--- src/rtl/blit_pkg.sv ---
// Shared types and helpers for the blitter write combiner.
// Default geometry, line payload type and the lane-index helper.
package blit_pkg;

  localparam int unsigned WC_ADDR_W    = 26;
  localparam int unsigned WC_BUS_BYTES = 4;
  localparam int unsigned WC_IN_BYTES  = 1;
  localparam int unsigned WC_DEPTH     = 2;
  localparam int unsigned WC_TIMEOUT   = 16;

  typedef struct packed {
    logic [WC_ADDR_W-1:0]      addr;
    logic [8*WC_BUS_BYTES-1:0] data;
    logic [WC_BUS_BYTES-1:0]   be;
  } wc_line_t;

  // Pixel slot within a bus line for a given byte address.
  function automatic int unsigned lane_of(input logic [31:0] addr,
                                          input int unsigned bus_bytes,
                                          input int unsigned in_bytes);
    return (addr % bus_bytes) / in_bytes;
  endfunction

endpackage

--- src/rtl/blit_wc_fifo.sv ---
// First-word fall-through line FIFO with registered head, valid and level flags.
module blit_wc_fifo
  import blit_pkg::*;
#(
  parameter int unsigned DEPTH = WC_DEPTH,
  parameter type line_t = wc_line_t
) (
  input  logic                     clock,
  input  logic                     reset,
  input  logic                     push,
  input  line_t                    push_line,
  input  logic                     pop,
  output line_t                    head,
  output logic                     head_valid,
  output logic                     full,
  output logic                     empty,
  output logic [$clog2(DEPTH):0]   count
);

  localparam int unsigned PTR_W = $clog2(DEPTH);
  localparam int unsigned CNT_W = PTR_W + 1;

  line_t            mem [DEPTH];
  logic [PTR_W-1:0] rd_ptr;
  logic [PTR_W-1:0] wr_ptr;
  logic [PTR_W-1:0] rd_ptr_n;
  logic [PTR_W-1:0] wr_ptr_n;
  logic [CNT_W-1:0] count_n;
  line_t            head_n;
  logic             do_push;
  logic             do_pop;

  // Next pointers and the head that will be visible after this edge.
  always_comb begin
    do_push  = push && !full;
    do_pop   = pop && !empty;
    wr_ptr_n = wr_ptr + PTR_W'(do_push);
    rd_ptr_n = rd_ptr + PTR_W'(do_pop);
    count_n  = count + CNT_W'(do_push) - CNT_W'(do_pop);
    if (count_n == '0) begin
      head_n = '0;
    end else if (do_push && (rd_ptr_n == wr_ptr)) begin
      head_n = push_line;
    end else begin
      head_n = mem[rd_ptr_n];
    end
  end

  always_ff @(posedge clock) begin
    if (reset) begin
      rd_ptr     <= '0;
      wr_ptr     <= '0;
      count      <= '0;
      full       <= 1'b0;
      empty      <= 1'b1;
      head       <= '0;
      head_valid <= 1'b0;
    end else begin
      rd_ptr     <= rd_ptr_n;
      wr_ptr     <= wr_ptr_n;
      count      <= count_n;
      full       <= (count_n == CNT_W'(DEPTH));
      empty      <= (count_n == '0);
      head       <= head_n;
      head_valid <= (count_n != '0);
    end
  end

  always_ff @(posedge clock) begin
    if (do_push) begin
      mem[wr_ptr] <= push_line;
    end
  end

endmodule

--- src/rtl/blit_write_combiner.sv ---
// Coalesces narrow pixel writes into bus-wide line writes with byte enables,
// closing lines on miss, full line, upstream idle or timeout.
module blit_write_combiner
  import blit_pkg::*;
#(
  parameter int unsigned ADDR_W    = WC_ADDR_W,
  parameter int unsigned BUS_BYTES = WC_BUS_BYTES,
  parameter int unsigned IN_BYTES  = WC_IN_BYTES,
  parameter int unsigned DEPTH     = WC_DEPTH,
  parameter int unsigned TIMEOUT   = WC_TIMEOUT
) (
  input  logic                    clock,
  input  logic                    reset,
  input  logic                    in_valid,
  output logic                    in_ready,
  input  logic [ADDR_W-1:0]       in_addr,
  input  logic [8*IN_BYTES-1:0]   in_data,
  input  logic                    in_idle,
  output logic                    out_valid,
  input  logic                    out_ready,
  output logic [ADDR_W-1:0]       out_addr,
  output logic [8*BUS_BYTES-1:0]  out_data,
  output logic [BUS_BYTES-1:0]    out_byte_enable,
  output logic                    busy
);

  localparam int unsigned LANES  = BUS_BYTES / IN_BYTES;
  localparam int unsigned IN_W   = 8 * IN_BYTES;
  localparam int unsigned BUS_W  = 8 * BUS_BYTES;
  localparam int unsigned CNT_W  = (TIMEOUT == 0) ? 1 : $clog2(TIMEOUT + 1);
  localparam int unsigned FCNT_W = $clog2(DEPTH) + 1;

  typedef struct packed {
    logic [ADDR_W-1:0]    addr;
    logic [BUS_W-1:0]     data;
    logic [BUS_BYTES-1:0] be;
  } line_t;

  logic                 acc_valid, acc_valid_n;
  logic [ADDR_W-1:0]    acc_addr, acc_addr_n;
  logic [BUS_W-1:0]     acc_data, acc_data_n;
  logic [BUS_BYTES-1:0] acc_be, acc_be_n;
  logic [CNT_W-1:0]     idle_cnt, idle_cnt_n;

  logic                 fifo_full;
  logic                 fifo_empty;
  logic [FCNT_W-1:0]    fifo_count;
  logic [FCNT_W-1:0]    fifo_count_n;
  line_t                push_line;
  line_t                head;

  logic                 accept, hit, flush, push, pop;
  logic [31:0]          lane;
  logic [ADDR_W-1:0]    in_line;
  logic [BUS_W-1:0]     wr_data;
  logic [BUS_W-1:0]     wr_mask;
  logic [BUS_BYTES-1:0] wr_be;

  // in_ready depends only on the registered full flag.
  assign in_ready        = !fifo_full;
  assign out_valid       = !fifo_empty;
  assign out_addr        = head.addr;
  assign out_data        = head.data;
  assign out_byte_enable = head.be;
  assign push_line       = '{addr: acc_addr, data: acc_data, be: acc_be};
  assign in_line         = in_addr & ~ADDR_W'(BUS_BYTES - 1);
  assign lane            = lane_of(32'(in_addr), BUS_BYTES, IN_BYTES);

  // Place the incoming pixel in its lane of a bus-wide word.
  always_comb begin
    wr_data = '0;
    wr_mask = '0;
    wr_be   = '0;
    for (int unsigned l = 0; l < LANES; l++) begin
      if (lane == l) begin
        wr_data[l*IN_W +: IN_W]         = in_data;
        wr_mask[l*IN_W +: IN_W]         = '1;
        wr_be[l*IN_BYTES +: IN_BYTES]   = '1;
      end
    end
  end

  // Flush decision and next open-line state.
  always_comb begin
    accept      = in_valid && !fifo_full;
    hit         = acc_valid && (in_line == acc_addr);
    flush       = acc_valid && ((accept && !hit) || (&acc_be) || in_idle ||
                  ((TIMEOUT != 0) && (idle_cnt == CNT_W'(TIMEOUT))));
    push        = flush && !fifo_full;
    pop         = !fifo_empty && out_ready;

    acc_valid_n = acc_valid;
    acc_addr_n  = acc_addr;
    acc_data_n  = acc_data;
    acc_be_n    = acc_be;
    idle_cnt_n  = idle_cnt;

    if (acc_valid && (idle_cnt != CNT_W'(TIMEOUT))) begin
      idle_cnt_n = idle_cnt + CNT_W'(1);
    end
    if (push) begin
      acc_valid_n = 1'b0;
    end
    // A write landing in a push cycle always starts a fresh line.
    if (accept) begin
      idle_cnt_n = '0;
      if (!acc_valid_n) begin
        acc_valid_n = 1'b1;
        acc_addr_n  = in_line;
        acc_data_n  = wr_data;
        acc_be_n    = wr_be;
      end else begin
        acc_data_n  = (acc_data & ~wr_mask) | wr_data;
        acc_be_n    = acc_be | wr_be;
      end
    end

    fifo_count_n = fifo_count + FCNT_W'(push) - FCNT_W'(pop);
  end

  always_ff @(posedge clock) begin
    if (reset) begin
      acc_valid <= 1'b0;
      acc_addr  <= '0;
      acc_data  <= '0;
      acc_be    <= '0;
      idle_cnt  <= '0;
      busy      <= 1'b0;
    end else begin
      acc_valid <= acc_valid_n;
      acc_addr  <= acc_addr_n;
      acc_data  <= acc_data_n;
      acc_be    <= acc_be_n;
      idle_cnt  <= idle_cnt_n;
      busy      <= acc_valid_n || (fifo_count_n != '0);
    end
  end

  blit_wc_fifo #(
    .DEPTH  (DEPTH),
    .line_t (line_t)
  ) u_fifo (
    .clock      (clock),
    .reset      (reset),
    .push       (push),
    .push_line  (push_line),
    .pop        (pop),
    .head       (head),
    .head_valid (),
    .full       (fifo_full),
    .empty      (fifo_empty),
    .count      (fifo_count)
  );

endmodule

--- config.mk ---
export PLATFORM = sky130hd
export DESIGN_NAME = blit_write_combiner
export DESIGN_NICKNAME = d
export VERILOG_FILES = /design/src/rtl/blit_pkg.sv /design/src/rtl/blit_wc_fifo.sv /design/src/rtl/blit_write_combiner.sv
export SDC_FILE = /design/constraint.sdc
export NUM_CORES = 1
export LEC_CHECK = 0
export CAP_MARGIN = 10
export CORE_ASPECT_RATIO = 0.7
export CORE_MARGIN = 1
export CORE_UTILIZATION = 56
export CTS_BUF_LIST = sky130_fd_sc_hd__clkbuf_16
export DETAILED_ROUTE_END_ITERATION = 6
export PLACE_DENSITY_LB_ADDON = 0.25
export SETUP_SLACK_MARGIN = 0.05
export SLEW_MARGIN = 30
export SYNTH_ARGS = -nofsm -noshare
export SYNTH_HDL_FRONTEND = slang
export SYNTH_SLANG_ARGS = --single-unit
--- constraint.sdc ---
create_clock -name clock -period 4.4 [get_ports clock]
set_input_delay 0.88 -clock clock [delete_from_list [all_inputs] [get_ports clock]]
set_output_delay 0.88 -clock clock [all_outputs]
set_load 0.01 [all_outputs]
---- Word-level counts from Yosys, hierarchy flattened ----
Memory sizes are Yosys's and may differ from the RTL's. A register that Yosys moved wholly into a read port is not among the register bits.
Cells that the tools add are included.
cells by class
  $add $sub $neg .......................... 7
  equality and inequality tests ........... 8
  multiplexer cells ....................... 18
  bitwise logic cells ..................... 5
  reductions and logical operators ........ 25
operator list
  operator                                                               number
  8-bit 2-to-1 mux                                                       8
  32-bit bitwise AND                                                     1
  32-bit zero test                                                       1
  32-bit 2-to-1 mux                                                      1
  32-bit NOT                                                             1
  32-bit bitwise OR                                                      1
  24-bit equality test                                                   1
  1-bit logical AND                                                      10
  1-bit 2-to-1 mux                                                       8
  2-bit equality test, second input constant                             3
  5-bit by 1-bit adder with 5-bit output, second input constant          1
  5-bit equality test, second input constant                             1
  5-bit != test, second input constant                                   1
  2-bit by 1-bit adder with 2-bit output                                 2
  1-bit logical OR                                                       4
  4-bit 2-to-1 mux                                                       1
  4-bit bitwise OR                                                       1
  4-bit AND reduction                                                    1
  2-bit OR reduction                                                     2
  2-bit by 1-bit subtractor with 2-bit output                            2
  1-bit zero test                                                        3
  3-bit OR reduction                                                     1
  1-bit adder                                                            2
  2-bit by 1-bit equality test with 1-bit output, second input constant  1
  5 further kinds                                                        5
word-level totals
  bits in registers ....................... 75
  memory bits (writable) .................. 120
  input port bits ......................... 39
  output and inout port bits .............. 65
  logic and storage cells ................. 76
  memories ................................ 1
memory list
  name        words  width  rd ports  clocked after Yosys merged registers in  write ports  line                RTL
  u_fifo.mem  2      60     1         1                                        1            blit_wc_fifo.sv:23  line_t mem [DEPTH];

---- Logic depth before layout (Yosys ltp) ----
Gate-level depths: netlist of run 1.
  word-level depth ........................ 14
  mapped depth ............................ 12
  depth with buffers taken out ............ 10

---- Modules after synthesis ----
A second synthesis of run 1 with hierarchy kept.
second synthesis, totals
  cell total of the unflattened synthesis .. 829
  area, all modules ....................... 10398.7 µm²
by module, submodules not included
  module               times used  cells each  area an instance (µm²)  sequential area each (µm²)
  blit_wc_fifo         1           505         7272.0                  5104.9
  blit_write_combiner  1           324         3126.7                  1341.3

---- Least setup slack after synthesis of run 1 ----
Ideal clock, no wire load.
  kind .................................... input-to-reg
  start ................................... input port in_addr[20]
  end ..................................... memory u_fifo.mem[0][0] in the netlist's numbering (enable)
  setup time .............................. 0.424 ns
  data arrival time ....................... 3.085 ns
  required time ........................... 3.976 ns
  path slack .............................. 0.891 ns
  cell stages on the path ................. 6
  path buffers ............................ 0
  path through ............................ xnor2_1 -> nand4_1 -> nor4_4 -> a21boi_0 -> o21a_1 -> ha_1
between the ends
  word-level cells in the longest chain between the ends .. 12
ends and longest elaborated chain
  what                                    line                       RTL
  start: declaration                      blit_write_combiner.sv:16  input logic [ADDR_W-1:0] in_addr,
  24-bit equality test                    blit_write_combiner.sv:86  hit = acc_valid && (in_line == acc_addr);
  1-bit logical AND                       blit_write_combiner.sv:86
  1-bit zero test                         blit_write_combiner.sv:87  flush = acc_valid && ((accept && !hit) || (&acc_be) || in_idle ||
  1-bit logical AND                       blit_write_combiner.sv:87
  1-bit logical OR (3 in a row)           blit_write_combiner.sv:87
  1-bit logical AND                       blit_write_combiner.sv:87
  1-bit logical AND                       blit_write_combiner.sv:89  push = flush && !fifo_full;
  1-bit logical AND                       blit_wc_fifo.sv:35         do_push = push && !full;
  1-bit 2-to-1 mux                        blit_wc_fifo.sv:70         if (do_push) begin
  1-bit 2-to-1 mux (implied by the code)  blit_wc_fifo.sv:71         mem[wr_ptr] <= push_line;
  end: declaration                        blit_wc_fifo.sv:23
No other way between the ends.

---- Worst setup path in the final report of run 1 ----
  start ................................... input port in_addr[21]
  end ..................................... register u_fifo.head[30] (netlist name)
between the ends
  word-level cells in the longest chain between the ends .. 14
ends and longest elaborated chain
  what                                         line                       RTL
  24-bit equality test                         blit_write_combiner.sv:86
  1-bit logical AND                            blit_write_combiner.sv:86
  1-bit zero test                              blit_write_combiner.sv:87
  1-bit logical AND                            blit_write_combiner.sv:87
  1-bit logical OR (3 in a row)                blit_write_combiner.sv:87
  1-bit logical AND                            blit_write_combiner.sv:87
  1-bit logical AND                            blit_write_combiner.sv:89
  1-bit logical AND                            blit_wc_fifo.sv:35
  2-bit by 1-bit adder with 2-bit output       blit_wc_fifo.sv:39         count_n = count + CNT_W'(do_push) - CNT_W'(do_pop);
  2-bit by 1-bit subtractor with 2-bit output  blit_wc_fifo.sv:39
  2-bit zero test                              blit_wc_fifo.sv:40         if (count_n == '0) begin
  2-bit OR reduction (no source line)          n/a
No other way between the ends.
A chain may end at the register's enable or synchronous reset.

==> run_results.csv, run 1 <==
group,metric,value,unit
run_status,status,"finished clean",
critical_path,critPathTopFamily,"compound AO/OA/AOI/OAI gates",
global_routing,antenna_found_initial,0,
floorplan,die_h,114,um
drt,wl_per_cell,18.2,um
synth,synth_edf_count,120,
sta,min_period,3.43,ns
cells_and_area,fillCellCount,1255,
critical_path,arrival,3.85,ns
floorplan,core,17300,um2
critical_path,crit_path_max_incr_delay,0.52,ns
drt,routed_wl,21.3,mm
pwr,power_leakage,4.24,nW
cells_and_area,n_antenna_cell,0,
clock_tree,clk_latency,0.51,ns
global_routing,grt_max_degree,96,
critical_path,required,4.82,ns
pwr,vdd_drop_max,0.401,mV
drt,vias,6464,
synth,synth_seq_area_share,62.5,%
synth,synthFlopType,"dfxtp_1",
sta,fin_setup_tns,0,ns
clock_tree,cts_setup_buffers,0,
floorplan,fp.dieW,162,um
floorplan,pin_count,104,
cells_and_area,layoutNonFillerInstCount,1170,
critical_path,endpoint_kind,"flop",
placement,place_inst,1126,
floorplan,initial_utilization,57.9,%
synth,syn_area_per_cell,12.0,um2
critical_path,start_kind,"primary input",
sta,slew-limit-headroom,34.3,%
cells_and_area,drive_gt1_share,6.07,%
synth,async_flop_share,0,%
placement,numPortBuffers,101,
placement,globalplace.congestion,0.801,
critical_path,worstPathCellList,"clkdlybuf4s50_1 -> xnor2_1 -> nand4_1 -> nor4_4 -> a21boi_0 -> o21a_1 -> ha_1 -> xor2_1 -> o21ba_4 -> buf_12 -> o211ai_1 -> mux2i_1",
pwr,powerDensity,603,nW/um2
worst_hold_path,hp-class,"flop to flop",
global_routing,grt_pass1_wl,33.5,mm
drt,drc,0,
floorplan,dieArea,18400,um2
sta,tightest_slew,0.979,ns
clock_tree,cts_tree,"done",
critical_path,critPathMaxFanout,38,
synth,yosys_warnings,0,
placement,place_hpwl,13.7,mm
job,drv_cap,0,
drt,dr.pass1.iters,5,
clock_tree,cts-root-buf,"clkbuf_16",
drt,initialDrtViolationCount,587,
floorplan,fp-row-count,40,
sta,grt_setup_unrepaired,"no",
global_routing,grt_pass1_vias,6390,
sta,setup_viol,0,
synth,synth_cells,834,
clock_tree,cts_buffers,24,
critical_path,path_buf_inv,2,
clock_tree,clockBufferDepth,3,
clock_tree,clock_sinks,253,
synth,ys_types,39,
cells_and_area,nets,967,
clock_tree,holdBufCountCts,0,
drt,viasPerCell,5.52,
clock_tree,htree_levels,1,
sta,hold_viol_final,0,
cells_and_area,syn2layout_area_growth,19.8,%
synth,ys_ff_latch,253,
global_routing,grt_usage,23.4,%
synth,syn_area,10000,um2
sta,drv_slew,0,
critical_path,crit_type,"primary input to flop",
critical_path,crit_slowest_cell,"clkdlybuf4s50_1",
clock_tree,clk_pin_slew_worst_paths,0.07,ns
sta,period_share,77.9,%
drt,ant_nets,0,
clock_tree,cts_resized,0,
global_routing,gr-total-overflow,0,
sta,fmax,292,MHz
sta,skew,0.0116,ns
## per-stage QoR
step / hold WS, ns / setup WS, ns / total power [mW] / utilization, % / cell area (um2)
4_1_cts: 0.487 / 0.951 / 7.28 / 69.2 / 12000
2_1_floorplan: 0.448 / 0.891 / 4.41 / - / 10000
3_5_place_dp: 0.481 / 0.453 / 5.29 / 64.9 / 11200
6_report: 0.485 / 0.972 / 7.24 / 69.3 / 12000
3_3_place_gp: 0.458 / 0.522 / 5.22 / 64.9 / 11200
5_1_grt: 0.489 / 0.747 / 7.57 / 69.3 / 12000
## Yosys cell counts (6+ instances only)
cell type  count  area share, %
inv_1          8           0.30
nand2b_1     112            7.0
mux2i_1       84            8.4
o211ai_1      61            4.6
nor2b_1        6           0.37
nor4_1        32            2.0
clkbuf_1      35            1.3
nand4_1        8           0.50
buf_2          6           0.30
xor2_1         6           0.52
ha_1           7           0.87
edfxtp_1     120             36
nand3_1        6           0.30
nand2_1       65            2.4
xnor2_1       26            2.3
dfxtp_1      133             27
nor2_1        74            2.8
## layer usage
| layer | wire length (um) | global-route usage, % |
|---|---|---|
| met3 | 1150 | 3.64 |
| met4 | 460 | 6.23 |
| met2 | 9690 | 37.3 |
| met5 | 0 | 0 |
| met1 | 10000 | 33.6 |
## power by group
| part | internal (mW) | total [mW] | leakage, nW | switching [mW] |
|---|---|---|---|---|
| Combinational | 0.989 | 2.17 | 1.60 | 1.18 |
| Clock | 1.14 | 1.99 | 0.402 | 0.843 |
| Sequential | 2.90 | 3.09 | 2.24 | 0.188 |
## cell type report
cell class / count / area, um2 / area share, %
Tap cell: 231 / 289 / 2.41
Clock buffer: 25 / 626 / 5.21
Sequential cell: 253 / 6270 / 52.2
Clock inverter: 19 / 134 / 1.12
Inverter: 8 / 30.0 / 0.250
Timing Repair Buffer: 115 / 1160 / 9.67
Multi-Input combinational cell: 519 / 3500 / 29.1
## cell families after synthesis
logic type / after synthesis / share of synthesized area (%)
and+or+nand+nor: 314 / 16.3
xor gates and xnor gates: 33 / 3.02
muxes: 84 / 8.39
adders and majority gates: 7 / 0.874
AOI/OAI and AO/OA: 79 / 5.82
DFF: 253 / 62.5
buffers and inverters: 63 / 3.00
other: 1 / 0.0374
## worst paths after layout
kind                              startpoint           endpoint  slack [ns]  cells past startpoint
worst min register to register          flop  u_fifo.mem[0][15]        0.49                      0
worst max register to register  acc_addr[24]    u_fifo.head[30]        1.35                     11
worst max-delay path             in_addr[21]    u_fifo.head[30]        0.97                     12
worst min-delay path                    flop  u_fifo.mem[0][15]        0.49                      0
## placed cells by master (no fill, tap or decap), types with 3 or more instances in the layout
| master | count |
|---|---|
| a211oi_1 | 3 |
| a21oi_1 | 3 |
| buf_12 | 4 |
| buf_4 | 10 |
| clkbuf_16 | 25 |
| clkdlybuf4s50_1 | 100 |
| clkinv_1 | 6 |
| dfxtp_1 | 133 |
| edfxtp_1 | 120 |
| ha_1 | 5 |
| inv_1 | 16 |
| mux2i_1 | 84 |
| nand2_1 | 65 |
| nand2b_1 | 112 |
| nand3_1 | 6 |
| nand4_1 | 8 |
| nor2_1 | 74 |
| nor2b_1 | 6 |
| nor4_1 | 32 |
| o211ai_1 | 61 |
| o22ai_1 | 4 |
| xnor2_1 | 25 |
| xor2_1 | 6 |
## worst reg2reg max path, delay by kind of cell, from the launching register on
kind	cells	cell delay (ns)
compound gates	4	0.88
simple gates	2	0.51
flops	1	0.49
xor+xnor	2	0.42
buf+inv	1	0.24
fa+ha+maj	1	0.22
mux	1	0.20
Note: power is estimated with default switching activity, not from simulation.
==> run 2, diff against run 1 <==
Clock period 4.4 ns to 3.5 ns, I/O delays scaled along.
==> run_results.csv, run 2 (synthesized netlist as in run 1, its figures left out) <==
group,metric,value,unit
clock_tree,cts_setup_buffers,0,
cells_and_area,regArea,6270,um2
floorplan,core,17300,um2
clock_tree,holdBufCountCts,0,
worst_hold_path,holdPathEnd,"u_fifo.mem[0][35]",
sta,slew-limit-headroom,37.1,%
sta,skew,0.0181,ns
cells_and_area,nets,976,
clock_tree,clockBufferDepth,3,
drt,vias,6548,
placement,globalplace.congestion,0.791,
clock_tree,clock_sinks,253,
clock_tree,clk_pin_slew_worst_paths,0.07,ns
critical_path,arrival,3.57,ns
clock_tree,clk_latency,0.51,ns
critical_path,reg2reg_setup_slack,0.53,ns
placement,numPortBuffers,101,
clock_tree,cts_buffers,23,
sta,setup_ws,0.349,ns
floorplan,fp-row-count,40,
sta,fmax,317,MHz
pwr,vdd_drop_max,0.457,mV
global_routing,grt_max_degree,96,
drt,dr.pass1.iters,5,
floorplan,initial_utilization,57.9,%
critical_path,reg2reg_from,"acc_addr[16]",
placement,place_hpwl,13.6,mm
clock_tree,cts_tree,"done",
clock_tree,htree_levels,1,
global_routing,grt_pass1_vias,6550,
cells_and_area,layout_commonest_cell,"dfxtp_1",
sta,setup_viol,0,
sta,min_period,3.15,ns
cells_and_area,fin_util,69.5,%
sta,grt_setup_unrepaired,"no",
drt,viasPerCell,5.57,
global_routing,grt_usage,23.8,%
global_routing,antenna_found_initial,0,
cells_and_area,syn2layout_area_growth,20.1,%
cells_and_area,n_antenna_cell,0,
floorplan,dieArea,18400,um2
drt,routed_wl,21.3,mm
run_status,status,"finished clean",
critical_path,endpoint_kind,"flop",
critical_path,required,3.92,ns
critical_path,rr_endpoint,"u_fifo.head[34]",
critical_path,rr_worst_depth,11,
worst_hold_path,holdPathStages,0,
sta,drv_slew,0,
cells_and_area,final_cell_mix,"133 x dfxtp_1, 120 x edfxtp_1, 112 x nand2b_1",
pwr,power_leakage,4.24,nW
sta,tightest_slew,0.939,ns
pwr,powerDensity,752,nW/um2
drt,ant_nets,0,
critical_path,start_kind,"primary input",
floorplan,die_h,114,um
placement,place_ws,-0.112,ns
drt,initialDrtViolationCount,568,
critical_path,critPathMaxFanout,51,
clock_tree,cts-root-buf,"clkbuf_16",
floorplan,fp.dieW,162,um
cells_and_area,fillCellCount,1252,
sta,hold_viol_final,0,
critical_path,crit_type,"primary input to flop",
drt,wl_per_cell,18.1,um
sta,period_share,90.0,%
worst_hold_path,hp-class,"flop to flop",
cells_and_area,multi_input_area,3490,um2
clock_tree,cts_resized,0,
drt,drc,0,
global_routing,gr-total-overflow,0,
pwr,total_power,9.05,mW
global_routing,grt_pass1_wl,34.2,mm
floorplan,pin_count,104,
cells_and_area,drive_gt1_share,7.30,%
job,drv_cap,0,
run 2: changes by cell type in the layout (fill, tap and decap cells not counted), sizes merged:
cell,change
buf,+10
clkbuf,-2
clkinv,+2
clkinvlp,+4
inv,-8
run 2: worst max-delay path, cell delays in order:
cell	delay, ns
clkdlybuf4s50_1	0.53
xnor2_1	0.16
nand4_1	0.17
nor4_4	0.34
a21boi_0	0.16
o21a_1	0.21
ha_1	0.21
xor2_1	0.22
o21ba_4	0.23
buf_12	0.23
o211ai_1	0.14
mux2i_1	0.21
run 2: worst max path at each step:
stage,start,endpoint,slack [ns],depth (start not counted)
floorplan,in_addr[20],u_fifo.mem[0][0],0.17,6
global placement,in_addr[16],u_fifo.head[29],-0.02,12
detailed placement,in_addr[24],u_fifo.head[34],-0.11,12
CTS,in_addr[24],u_fifo.head[34],0.37,12
global route,in_addr[16],u_fifo.head[31],0.21,12
finish,in_addr[24],u_fifo.head[34],0.35,12
run 2: per-layer routing:
layer	GRT usage [%]	wire, um
met2	37.9	9810
met4	7.36	482
met1	33.6	9820
met3	3.96	1200
met5	0	0
run 2: per-stage QoR:
| step | cell area, um2 | hold WS [ns] | TNS (ns) | instances |
|---|---|---|---|---|
| global route | 12000 | 0.512 | 0 | 1176 |
| detailed placement | 11300 | 0.474 | -0.871 | 1136 |
| CTS | 12000 | 0.487 | 0 | 1176 |
| finish | 12000 | 0.492 | 0 | 1176 |
| global placement | 11300 | 0.460 | -0.0231 | 1136 |
| floorplan | 10000 | 0.448 | 0 | 835 |
run 2: layout make-up:
| type | instances | share of cell area (%) |
|---|---|---|
| sequential | 253 | 52.1 |
| inverter | 8 | 0.249 |
| multi-input combinational | 519 | 29.0 |
| timing repair buffer | 125 | 10.4 |
| clock buffer | 23 | 4.78 |
| clock inverter | 17 | 1.17 |
| tap | 231 | 2.40 |
run 2: report_power, final:
part / switching, mW / internal (mW)
clock network: 1.06 / 1.35
logic: 1.49 / 1.28
registers: 0.233 / 3.64
total: 2.78 / 6.27
